==> src/rtl/rst_seq_pkg.sv <==
// Shared types and parameter limits for the reset sequencer.
// Holds the sequencer state enum and a range-check helper.
package rst_seq_pkg;

    typedef enum logic [1:0] {
        HOLD    = 2'd0,
        RELEASE = 2'd1,
        RUN     = 2'd2
    } seq_state_e;

    localparam int SYNC_MIN    = 2;
    localparam int SYNC_MAX    = 8;
    localparam int HOLD_MIN    = 1;
    localparam int HOLD_MAX    = (1 << 26) - 1;
    localparam int N_OUT_MIN   = 1;
    localparam int N_OUT_MAX   = 8;
    localparam int STAGGER_MIN = 1;
    localparam int STAGGER_MAX = 255;
    localparam int STRETCH_MIN = 1;
    localparam int STRETCH_MAX = 15;

    function automatic logic in_range(input int v, input int lo, input int hi);
        return (v >= lo) && (v <= hi);
    endfunction

endpackage

==> src/rtl/sync_bit.sv <==
// Multi-flop synchroniser for one asynchronous bit.
// All stages clear to 0 under the synchronous reset.
module sync_bit #(
    parameter int DEPTH = 2
) (
    input  logic clk,
    input  logic rst,
    input  logic d,
    output logic q
);

    logic [DEPTH-1:0] sync_q;
    logic [DEPTH-1:0] sync_d;

    always_comb begin
        sync_d = {sync_q[DEPTH-2:0], d};
    end

    always_ff @(posedge clk) begin
        if (rst) begin
            sync_q <= '0;
        end else begin
            sync_q <= sync_d;
        end
    end

    assign q = sync_q[DEPTH-1];

endmodule

==> src/rtl/rst_sequencer.sv <==
// Staged reset sequencer: hold timer, staggered channel release, stretched fifo_rst.
// Define RST_SEQ_INIT_GATE_EN to hold the last channel until init_done is high.
module rst_sequencer
    import rst_seq_pkg::*;
#(
    parameter int SYNC_STAGES = 4,
    parameter int HOLD_CYCLES = 50000000,
    parameter int N_OUT       = 3,
    parameter int STAGGER     = 8,
    parameter int STRETCH     = 3
) (
    input  logic             clk,
    input  logic             rst,
    input  logic             btn_in,
    input  logic             pll_lock,
    input  logic             init_done,
    output logic [N_OUT-1:0] rst_out,
    output logic             fifo_rst,
    output logic             seq_done
);

    localparam int HW = $clog2(HOLD_CYCLES + 1);
    localparam int SW = (STAGGER > 1) ? $clog2(STAGGER) : 1;
    localparam int IW = (N_OUT > 1) ? $clog2(N_OUT) : 1;

    localparam logic [HW-1:0] HOLD_LOAD = HW'(HOLD_CYCLES);
    localparam logic [SW-1:0] STAG_LOAD = SW'(STAGGER - 1);
    localparam logic [IW-1:0] LAST_IDX  = IW'(N_OUT - 1);

    if (!in_range(SYNC_STAGES, SYNC_MIN, SYNC_MAX) ||
        !in_range(HOLD_CYCLES, HOLD_MIN, HOLD_MAX) ||
        !in_range(N_OUT, N_OUT_MIN, N_OUT_MAX) ||
        !in_range(STAGGER, STAGGER_MIN, STAGGER_MAX) ||
        !in_range(STRETCH, STRETCH_MIN, STRETCH_MAX)) begin : g_bad_param
        $error("rst_sequencer: parameter out of legal range");
    end

    logic btn_s;
    logic lock_s;
    logic init_ok;
    logic trigger;

    sync_bit #(.DEPTH(SYNC_STAGES)) u_sync_btn (
        .clk (clk),
        .rst (rst),
        .d   (btn_in),
        .q   (btn_s)
    );

    sync_bit #(.DEPTH(SYNC_STAGES)) u_sync_lock (
        .clk (clk),
        .rst (rst),
        .d   (pll_lock),
        .q   (lock_s)
    );

`ifdef RST_SEQ_INIT_GATE_EN
    assign init_ok = init_done;
`else
    logic unused_init_done;
    assign unused_init_done = init_done;
    assign init_ok = 1'b1;
`endif

    seq_state_e       state_q, state_d;
    logic [HW-1:0]    hold_q, hold_d;
    logic [SW-1:0]    stag_q, stag_d;
    logic [IW-1:0]    idx_q, idx_d;
    logic [N_OUT-1:0] rst_out_q, rst_out_d;
    logic [STRETCH-1:0] hist_q, hist_d;
    logic             btn_prev_q, btn_prev_d;

    // A held button only counts once; a lost lock keeps re-triggering.
    assign trigger = (btn_s & ~btn_prev_q) | ~lock_s;

    always_comb begin
        state_d    = state_q;
        hold_d     = hold_q;
        stag_d     = stag_q;
        idx_d      = idx_q;
        rst_out_d  = rst_out_q;
        hist_d     = (hist_q << 1) | STRETCH'(rst_out_q[0]);
        btn_prev_d = btn_s;

        unique case (state_q)
            HOLD: begin
                rst_out_d = '1;
                if (trigger) begin
                    hold_d = HOLD_LOAD;
                end else if (hold_q != '0) begin
                    hold_d = hold_q - HW'(1);
                end else if (N_OUT == 1) begin
                    if (init_ok) begin
                        rst_out_d = '0;
                        state_d   = RUN;
                    end
                end else begin
                    rst_out_d[0] = 1'b0;
                    stag_d       = STAG_LOAD;
                    idx_d        = IW'(1);
                    state_d      = RELEASE;
                end
            end
            RELEASE: begin
                if (trigger) begin
                    state_d   = HOLD;
                    hold_d    = HOLD_LOAD;
                    rst_out_d = '1;
                    stag_d    = '0;
                    idx_d     = '0;
                end else if (stag_q != '0) begin
                    stag_d = stag_q - SW'(1);
                end else if (idx_q == LAST_IDX) begin
                    // Last channel waits here for init_done when gating is built in.
                    if (init_ok) begin
                        rst_out_d[idx_q] = 1'b0;
                        state_d          = RUN;
                    end
                end else begin
                    rst_out_d[idx_q] = 1'b0;
                    idx_d            = idx_q + IW'(1);
                    stag_d           = STAG_LOAD;
                end
            end
            RUN: begin
                if (trigger) begin
                    state_d   = HOLD;
                    hold_d    = HOLD_LOAD;
                    rst_out_d = '1;
                    stag_d    = '0;
                    idx_d     = '0;
                end
            end
            default: begin
                state_d   = HOLD;
                hold_d    = HOLD_LOAD;
                rst_out_d = '1;
                stag_d    = '0;
                idx_d     = '0;
            end
        endcase
    end

    always_ff @(posedge clk) begin
        if (rst) begin
            state_q    <= HOLD;
            hold_q     <= HOLD_LOAD;
            stag_q     <= '0;
            idx_q      <= '0;
            rst_out_q  <= '1;
            hist_q     <= '0;
            btn_prev_q <= 1'b0;
        end else begin
            state_q    <= state_d;
            hold_q     <= hold_d;
            stag_q     <= stag_d;
            idx_q      <= idx_d;
            rst_out_q  <= rst_out_d;
            hist_q     <= hist_d;
            btn_prev_q <= btn_prev_d;
        end
    end

    assign rst_out  = rst_out_q;
    assign fifo_rst = rst_out_q[0] | (|hist_q);
    assign seq_done = (state_q == RUN) & ~fifo_rst;

endmodule

==> config.mk <==
export PLATFORM = sky130hd
export DESIGN_NAME = rst_sequencer
export DESIGN_NICKNAME = d
export VERILOG_FILES = /design/src/rtl/rst_seq_pkg.sv /design/src/rtl/sync_bit.sv /design/src/rtl/rst_sequencer.sv
export SDC_FILE = /design/constraint.sdc
export NUM_CORES = 1
export LEC_CHECK = 0
export ABC_AREA = 0
export CELL_PAD_IN_SITES_DETAIL_PLACEMENT = 1
export CELL_PAD_IN_SITES_GLOBAL_PLACEMENT = 1
export CORE_ASPECT_RATIO = 1.2
export CORE_MARGIN = 2
export CORE_UTILIZATION = 40
export CTS_BUF_LIST = sky130_fd_sc_hd__clkbuf_8
export CTS_CLUSTER_DIAMETER = 30
export CTS_CLUSTER_SIZE = 25
export DETAILED_ROUTE_END_ITERATION = 10
export GPL_TIMING_DRIVEN = 0
export PLACE_DENSITY = 0.77
export SYNTH_ARGS = -nofsm -noshare
export SYNTH_HDL_FRONTEND = slang
export SYNTH_SLANG_ARGS = --single-unit
==> constraint.sdc <==
create_clock -name clk -period 2.8 [get_ports clk]
set_input_delay 0.28 -clock clk [delete_from_list [all_inputs] [get_ports clk]]
set_output_delay 0.28 -clock clk [all_outputs]
set_load 0.01 [all_outputs]
Word-level counts from Yosys, hierarchy flattened
Cells that the tools add are included.
{"block": "totals", "in_bits": 5, "word_cells": 77, "output_inout_bits": 5, "regBits": 48}
{"block": "classes", "order_cmp": 2, "bitwise": 10, "n_mux": 30, "n_reduce_logical": 11, "eq_ne": 12, "n_addsub": 3}
{"op": "26-bit two-way mux", "n": 3}
{"op": "26-bit case mux with 2 select lines", "n": 1}
{"op": "3-bit two-way mux", "n": 9}
{"op": "26-bit nonzero test", "n": 1}
{"op": "26-bit by 1-bit subtractor with 26-bit output, second input constant", "n": 1}
{"op": "2-bit two-way mux", "n": 9}
{"op": "3-bit case mux with 3 select lines", "n": 2}
{"op": "3-bit != test, second input constant", "n": 4}
{"op": "2-bit case mux with 3 select lines", "n": 2}
{"op": "5-bit AND reduction", "n": 2}
{"op": "2-bit != test, second input constant", "n": 3}
{"op": "2-bit equality test, second input constant", "n": 2}
{"op": "4-bit != test, second input constant", "n": 1}
{"op": "2-bit AND reduction", "n": 2}
{"op": "4-bit AND reduction", "n": 1}
{"op": "3-bit AND", "n": 1}
{"op": "2-bit by 3-bit < comparator with 1-bit output, second input constant", "n": 1}
{"op": "1-bit two-way mux", "n": 3}
{"op": "1-bit NOT", "n": 3}
{"op": "3-bit NOT", "n": 1}
{"op": "3-bit by 1-bit OR with 3-bit output", "n": 1}
{"op": "3-bit nonzero test", "n": 1}
{"op": "3-bit OR reduction", "n": 1}
{"op": "3-bit by 1-bit subtractor with 3-bit output, second input constant", "n": 1}
{"op": "other kinds (10)", "n": 12}

Logic depth before layout (Yosys ltp)
{"block": "depth", "word_depth": 9, "mapped_depth": 9, "depth_no_buf": 7}

Modules after synthesis
From an unflattened synthesis, not the netlist that was laid out.
{"block": "hier_totals", "hier_cells": 328, "area_unflattened_um2": 2790.2}
{"module": "rst_sequencer", "cells_each": 312, "area_per_inst_um2": 2580.0, "seq_area_each_um2": 800.8, "instances": 1}
{"module": "sync_bit", "cells_each": 8, "area_per_inst_um2": 105.1, "seq_area_each_um2": 80.1, "instances": 2}

Worst setup path before layout
Ideal clock, no wire load.
{"block": "synth_timing", "path_kind": "flip-flop to flip-flop", "from": "register hold_q[0]", "to": "register hold_q[13]", "setup_slack_ns": 0.492, "setup_time_ns": 0.129, "stages_incl_launch_ff": 10, "n_path_buf": 2, "arrival_ns": 2.179, "period_less_slack_ns": 2.308, "path_cell_list": "dfxtp_1 > inv_1 > ha_1 > or4b_1 > or3_4 > o31ai_4 > buf_6 > buf_6 > nor3_1 > nand3b_1"}
{"block": "synth_via", "elab_chain_len": 4, "elab_cells_between_ends": 7}
{"element": "start, declared", "line_no": "rst_sequencer.sv:66", "text": "logic [HW-1:0] hold_q, hold_d;"}
{"element": "start signal, assigned", "line_no": "rst_sequencer.sv:155", "text": "hold_q <= hold_d;"}
{"element": "26-bit by 1-bit subtractor with 26-bit output", "line_no": "rst_sequencer.sv:91", "text": "hold_d = hold_q - HW'(1);"}
{"element": "26-bit two-way mux", "line_no": "rst_sequencer.sv:90", "text": "end else if (hold_q != '0) begin"}
{"element": "26-bit two-way mux", "line_no": "rst_sequencer.sv:88", "text": "if (trigger) begin"}
{"element": "26-bit case mux with 2 select lines", "line_no": "rst_sequencer.sv:85", "text": "unique case (state_q)"}
Several ways; a longest one is shown, not always the timed one. The select of a mux whose other input is x is not followed.
A chain may end at the register's enable or synchronous reset.

Worst setup path after layout
{"block": "layout_timing", "from": "register hold_q[0]", "to": "register hold_q[21]"}
Same word-level chain as after synthesis.

==> reports/metrics.cfg <==
[timing]
min_period_over_period_pct=95.21
rsz0062_at_grt=false
worst_pin_slew_ns=0.8659
skew_ns=0.01569
slew-limit-headroom_pct=41.74
drv_slew=0
finalSetupViolCount=0
fin_crit_ns=2.666
fmax_ghz=0.3751
timing.setup.tns_ns=0
hold_viol=0

[global_routing]
grt_pass1_vias=2139
antenna_found_initial=0
grt-ovfl-total=0
grt_max_degree=14
track_usage_pct=18.58
grt_pass1_wl_mm=10.42

[worst_setup_path]
cp_slowest_stage_delay_ns=0.73
crit_slowest_cell=nor4_1
path_cells=inv_1 > ha_1 > or4b_1 > or3_4 > nor4_1 > nor3b_1 > mux2i_1
startpoint_type=flip-flop
criticalPathCategory=reg2reg
worstPathRequired_ns=3.00
critPathArrivalTime_ns=2.87
end_kind=flip-flop
worstPathMaxFanout=5

[logic_synthesis]
synth_flop_cell=dfxtp_1
syn_nets=296
async_reset_ff_share_pct=0
ys_warn_count=0
yosysTopAreaCellShare_pct=38.40
syn_area_per_cell_um2=8.905
synth.top_cells.by_area=dfxtp_1, ha_1, mux2i_1, nor2b_1, a211oi_1
synth-edff-count=0
ys_seq_elements=48
synth_area_um2=2502
synth-seq-area-share_pct=38.40
synth_cells=281
yosysTopAreaCell=dfxtp_1
synth_cell_types=50

[cts]
numClockSinks=48
cts-htree-levels=2
cts_buffers=5
clk_pin_slew_ns=0.10
clk_path_buf_depth=2
clk_latency_ns=0.31
cts_tree=built
cts-root-buf=clkbuf_8
cts_hold_buf=0

[finish]
fin_nets=311
diodes=0
drive_above_1_share_pct=8.784
area.growth.synth_to_final_pct=11.65
mostFrequentLayoutCell=dfxtp_1
mostFrequentLayoutCells=dfxtp_1, nor2_1, inv_1
stdcell_area_um2=2794

[outcome]
status=completed

[detailed_routing]
wl_mm=6.117
drt_iter0_markers=78
route.vias.total=2135
avgRoutedWirePerCell_um=16.18
antenna_left=0
drc=0
post_drt_via_cell_ratio=5.648
dr.pass1.iters=4

[min_path]
hold_class=reg2reg

[floorplanning]
core_um2=6051
die_width_um=76.21
initial_core_util_pct=41.36
die-area_um2=6908
rows=31
io_pins=10
die_y_um=90.65

[place]
hpwlAfterDp_mm=4.408
portBuffers=8
gp_congestion=0.8102
placed_area_um2=2685

[power_and_ir_drop]
p_leak_nw=0.9104
ir_drop_v=0.0002597
power_density_nw_per_um2=458.4

[job]
drv_cap=0

synth_stat cells, drive strengths merged (4+ instances only):
master and count:
or3 11, or4 10, nor3b 6, nand2 14
mux2i 10, ha 10, nand2b 9, a211oi 9
nor3 6, nor4 10, inv 15, a21oi 12
nor2 16, and2 7, a21o 4, clkbuf 7
nor2b 13, dfxtp 48, o31ai 6, o21ai 10
buf 5, nand3 11
report_power, final:
group | internal [mW] | switching [mW] | leakage [nW]
sequential | 0.697 | 0.00819 | 0.390
combinational | 0.0466 | 0.0730 | 0.470
clock | 0.221 | 0.235 | 0.0503
total | 0.964 | 0.317 | 0.910
worst max-delay path, delay by kind of cell (launching register included):
| kind | cells | cell delay, ns |
|---|---|---|
| simple gates | 4 | 1.78 |
| flops | 1 | 0.33 |
| fa+ha+maj | 1 | 0.17 |
| mux | 1 | 0.15 |
| buf+inv | 1 | 0.14 |
area by class of cell:
class / instances / area [um2]
Buffer: 12 / 70.07
Clock buffer: 7 / 96.34
Fill cell: 734 / 3257
Inverter: 15 / 56.30
Multi-Input combinational cell: 206 / 1428
Sequential cell: 48 / 960.9
Tap cell: 82 / 102.6
Timing Repair Buffer: 8 / 80.08
per-layer routing:
layer | vias to the layer above | track usage, % | share of wire [%]
met4 | 0 | 5.000 | 1.2
met3 | 6 | 3.100 | 1.8
met2 | 12 | 33.63 | 51
met5 | - | 0 | 0
met1 | 1052 | 22.60 | 46
li1 | 1065 | - | -
sequential cells by signal (all words and copies together) (netlist names):
register / cells
rst_out: 3
u_sync_lock.sync_q: 4
idx_q: 2
btn_prev_q: 1
u_sync_btn.sync_q: 4
stag_q: 3
hold_q: 26
state_q: 2
hist_q: 3
path summary, 6_finish.rpt:
check / start / to / slack [ns] / depth (start not counted)
min reg2reg: u_sync_btn.sync_q[2] / u_sync_btn.sync_q[3] / 0.44 / 1
min: u_sync_btn.sync_q[2] / u_sync_btn.sync_q[3] / 0.44 / 1
max: hold_q[0] / hold_q[21] / 0.13 / 7
max reg2reg: hold_q[0] / hold_q[21] / 0.13 / 7
kinds of logic (layout without fill, tap and decap cells):
group | count (synthesis) | count (layout) | share of synthesized area, %
simple gates | 125 | 125 | 29.50
mux | 11 | 11 | 4.450
compound gates | 60 | 60 | 17.65
buf+inv | 27 | 42 | 5.000
flops | 48 | 48 | 38.40
fa+ha+maj | 10 | 10 | 5.000
metrics by stage:
step	power [mW]	std cells	util, %	hold slack (ns)	setup slack (ns)
finish	1.281	378	46.17	0.4437	0.1341
global route	1.329	378	46.17	0.4613	0.02170
CTS	1.292	378	45.97	0.4465	0.01903
detailed placement	0.8401	371	44.38	0.4266	0.06069
global placement	0.8369	371	44.38	0.4181	0.03890
floorplan	0.8037	281	-	0.4082	0.4916
what timing repair did:
item / in CTS / in global routing
buffers inserted: 0 / 0
gates resized for setup: 0 / 4
setup endpoints to repair: 0 / 14
Note: power is estimated with default switching activity, not from simulation.
==> RTL change 1 (same flow settings) <==
`N_OUT`: 3 -> 2.
--- a/src/rtl/rst_sequencer.sv
+++ b/src/rtl/rst_sequencer.sv
@@ -5,7 +5,7 @@
 #(
     parameter int SYNC_STAGES = 4,
     parameter int HOLD_CYCLES = 50000000,
-    parameter int N_OUT       = 3,
+    parameter int N_OUT       = 2,
     parameter int STAGGER     = 8,
     parameter int STRETCH     = 3
 ) (
Interface: changed (resized rst_out); port bits go from 10 to 9. The function was not compared with the original's and may differ.
==> RTL change 1 against the original RTL <==
- sequential cell count decreased by 2
- power increased by 7.7%
- wire length decreased by 5.9%
- synthesized area decreased by 4.4%
- hold slack improved by 0.0041 ns
- worst setup slack improved by 0.10 ns
- sequential share of layout area decreased by 0.29 points
- cell area decreased by 3.4%
- clock skew decreased by 0.0079 ns
==> RTL change 1: results (changes against the original RTL) <==
grt.total_usage_pct: 19.49  # was 18.58%
portBuffers: 7  # was 8
syn_nets: 278  # was 296
holdWs_ns: 0.4478  # was 0.4437 ns
wl_met1_um: 2584  # was 2819 µm
met1_usage_pct: 22.84  # was 22.60%
grt_max_degree: 16  # was 14
leakagePower_uw: 0.0009199  # was 0.0009104 µW
ys_top_cells_by_count: "dfxtp_1 (46), nor2_1 (20), a21oi_1 (18), o21ai_0 (16), nor2b_1 (14)"  # was dfxtp_1 (48), nor2_1 (16), inv_1 (15), nand2_1 (14), nor2b_1 (13)
grt_pass1_wl_um: 10010  # was 10,420 µm
met2_length_um: 3006  # was 3115 µm
gr-usage-met2_pct: 35.96  # was 33.63%
yosysSeqAreaShare_pct: 38.49  # was 38.40%
cp_slowest_stage_delay_ns: 0.95  # was 0.73 ns
dp_hpwl_um: 4256  # was 4408 µm
worstMarginPinSlew_ns: 1.192  # was 0.8659 ns
ir_worst_vdd_v: 0.0003617  # was 0.0002597 V
wl_met3_um: 101  # was 108 µm
drive_above_1_share_pct: 12.81  # was 8.784%
grt_pass1_vias: 2110  # was 2,139
status: "complete, no violations"  # unchanged
synth_area_leaders: "dfxtp_1 (38%), a21oi_1 (3.8%), ha_1 (3.7%), nor2b_1 (3.7%), o21ai_0 (3.3%)"  # was dfxtp_1 (38%), ha_1 (5.0%), mux2i_1 (4.0%), nor2b_1 (3.3%), a211oi_1 (2.7%)
syn_avg_cell_area_um2: 8.994  # was 8.905 µm²
drtIter0Drc: 70  # was 78
worstPathMaxFanout: 10  # was 5
rrSetupSlack_ns: 0.24  # was 0.13 ns
gp_congestion: 0.8094  # was 0.8102
crit_end: "hold_q[11]$_SDFFE_PP0P_"  # was hold_q[21]$_SDFFE_PP1P_
startpoint: "state_q[0]$_SDFFE_PP0P_"  # was hold_q[0]$_SDFFE_PP0P_
wirelength_um: 5754  # was 6117 µm
finalClockSkew_ns: 0.007744  # was 0.01569 ns
placed_cells: 353  # was 371
preCtsSetupSlack_ns: 0.2627  # was 0.06069 ns
fin_nets: 292  # was 311
cp.arrival_ns: 2.79  # was 2.87 ns
## RTL change 1: worst reg2reg max path: stages, from the launching register on
cell and delay, ns:
dfxtp_1 0.37, inv_1 0.07, ha_1 0.28, clkbuf_1 0.36
nor2_1 0.08, nor3_1 0.95, o311ai_1 0.24, o31ai_1 0.12
## RTL change 1: cell families after synthesis
kind of cell | after synthesis | share of synthesized area, %
adder cells (fa/ha/maj) | 7 | 3.661
AND/OR/NAND/NOR | 116 | 31.07
flip-flops | 46 | 38.49
buffers and inverters | 21 | 3.661
AO/OA/AOI/OAI | 70 | 20.82
multiplexers | 2 | 0.8369
XOR/XNOR | 4 | 1.465
## RTL change 1: report_power, final
part           switching [µW]  internal [µW]
sequential               8.39            668
combinational            62.0           42.0
clock                     242            358
## RTL change 1: area by class of cell
type	count	area (µm²)
buffer	10	46.29
clock buffer	5	68.82
clock inverter	3	68.82
fill	707	3005
inverter	11	41.29
multi-input combinational	199	1384
sequential	46	920.9
tap	80	100.1
timing repair buffer	7	70.07
==> RTL change 2 (config.mk and constraints unchanged) <==
Made on the original files. Add an input register stage for `btn_in` and `pll_lock`; this delays them by one clock. The other inputs are not delayed to match.
--- a/src/rtl/rst_sequencer.sv
+++ b/src/rtl/rst_sequencer.sv
@@ -27,6 +27,14 @@
     localparam logic [SW-1:0] STAG_LOAD = SW'(STAGGER - 1);
     localparam logic [IW-1:0] LAST_IDX  = IW'(N_OUT - 1);
 
+    logic btn_q;
+    logic pll_lock_q;
+
+    always_ff @(posedge clk) begin
+        btn_q      <= btn_in;
+        pll_lock_q <= pll_lock;
+    end
+
     if (!in_range(SYNC_STAGES, SYNC_MIN, SYNC_MAX) ||
         !in_range(HOLD_CYCLES, HOLD_MIN, HOLD_MAX) ||
         !in_range(N_OUT, N_OUT_MIN, N_OUT_MAX) ||
@@ -43,14 +51,14 @@
     sync_bit #(.DEPTH(SYNC_STAGES)) u_sync_btn (
         .clk (clk),
         .rst (rst),
-        .d   (btn_in),
+        .d   (btn_q),
         .q   (btn_s)
     );
 
     sync_bit #(.DEPTH(SYNC_STAGES)) u_sync_lock (
         .clk (clk),
         .rst (rst),
-        .d   (pll_lock),
+        .d   (pll_lock_q),
         .q   (lock_s)
     );
 
Formal check against the unedited RTL: same outputs for any inputs over 10 cycles, from zero or initial values and one cycle with rst high; that may be too few to reach the edited logic, so the function may still have changed.
==> RTL change 2 against the original RTL <==
- hold slack lost 0.039 ns
- synthesized cell count grew 0.71%
- power grew 1.6%
- maximum frequency grew 1.2%
- clock power shrank 2%
- sequential cell count grew 2
- cell area grew 1.2%
- sequential power grew 4.3%
- synthesized area grew 1.6%
- worst setup slack gained 0.032 ns
- wire length grew 3.0%
- critical path type unchanged
==> RTL change 2: results (changes against the original RTL) <==
hp-class: "primary input to flop"  # was flop to flop
grt_max_degree: 18  # was 14
placed_area_um2: 2725  # was 2685 µm²
worstHoldStart: "pll_lock"  # was u_sync_btn.sync_q[2]$_SDFF_PP0_
layout.cells.non_filler: 381  # was 378
seq_area_share_pct: 35.40  # was 34.39%
preCtsSetupSlack_ns: 0.05943  # was 0.06069 ns
switching_power_uw: 346.2  # was 316.7 µW
r2r_end: "hold_q[22]$_SDFFE_PP1P_"  # was hold_q[21]$_SDFFE_PP1P_
status: "complete, no violations"  # unchanged
synth_area_leaders: "dfxtp_1 (39%), ha_1 (4.9%), mux2i_1 (3.9%), nor2b_1 (3.2%), a211oi_1 (2.7%)"  # was dfxtp_1 (38%), ha_1 (5.0%), mux2i_1 (4.0%), nor2b_1 (3.3%), a211oi_1 (2.7%)
worstPathMaxFanout: 10  # was 5
final_util_pct: 46.44  # was 46.17%
period_share_pct: 94.07  # was 95.21%
met2_length_um: 3256  # was 3115 µm
synth_fa_ha_area_share_pct: 4.921  # was 5.000%
ir_worst_vdd_v: 0.0002650  # was 0.0002597 V
drive_above_1_share_pct: 9.030  # was 8.784%
gp_congestion: 0.8116  # was 0.8102
avgRoutedWirePerCell_um: 16.53  # was 16.18 µm
ys_top_cells_by_count: "dfxtp_1 (50), nor2_1 (16), inv_1 (15), nand2_1 (14), nor2b_1 (13)"  # was dfxtp_1 (48), nor2_1 (16), inv_1 (15), nand2_1 (14), nor2b_1 (13)
gr-usage-met2_pct: 34.06  # was 33.63%
multi_input_area_um2: 1423  # was 1428 µm²
drtIter0Drc: 98  # was 78
grt.total_usage_pct: 18.83  # was 18.58%
met1_usage_pct: 22.90  # was 22.60%
synth-compound-area-share_pct: 17.37  # was 17.65%
core_area_um2: 6090  # was 6051 µm²
rr_worst_depth: 8  # was 7
num-fill-cells: 731  # was 734
grt_pass1_wl_um: 10610  # was 10,420 µm
placed_cells: 373  # was 371
wl_met3_um: 161  # was 108 µm
cp.arrival_ns: 2.82  # was 2.87 ns
worstMarginPinSlew_ns: 0.7615  # was 0.8659 ns
min_to: "pll_lock_q$_DFF_P_"  # was u_sync_btn.sync_q[3]$_SDFF_PP0_
finalClockSkew_ns: 0.006743  # was 0.01569 ns
num-clock-buffers: 5  # was 7
dp_hpwl_um: 4624  # was 4408 µm
syn_nets: 298  # was 296
## RTL change 2: cell count changes in the layout (fill, tap and decap cells not counted), sizes merged
cell	change
dfxtp	+2
clkinvlp	+1
clkinv	+1
clkbuf	-2
inv	+1
## RTL change 2: how the worst max path moves through the flow
stage                                 start                       to  depth (start not counted)
floorplan            hold_q[0]$_SDFFE_PP0P_  hold_q[13]$_SDFFE_PP1P_                          9
global placement    state_q[0]$_SDFFE_PP0P_   hold_q[2]$_SDFFE_PP0P_                          8
detailed placement  state_q[0]$_SDFFE_PP0P_  hold_q[24]$_SDFFE_PP0P_                          8
CTS                 state_q[0]$_SDFFE_PP0P_  hold_q[24]$_SDFFE_PP0P_                          8
global route         hold_q[0]$_SDFFE_PP0P_  hold_q[22]$_SDFFE_PP1P_                          8
finish               hold_q[0]$_SDFFE_PP0P_  hold_q[22]$_SDFFE_PP1P_                          8
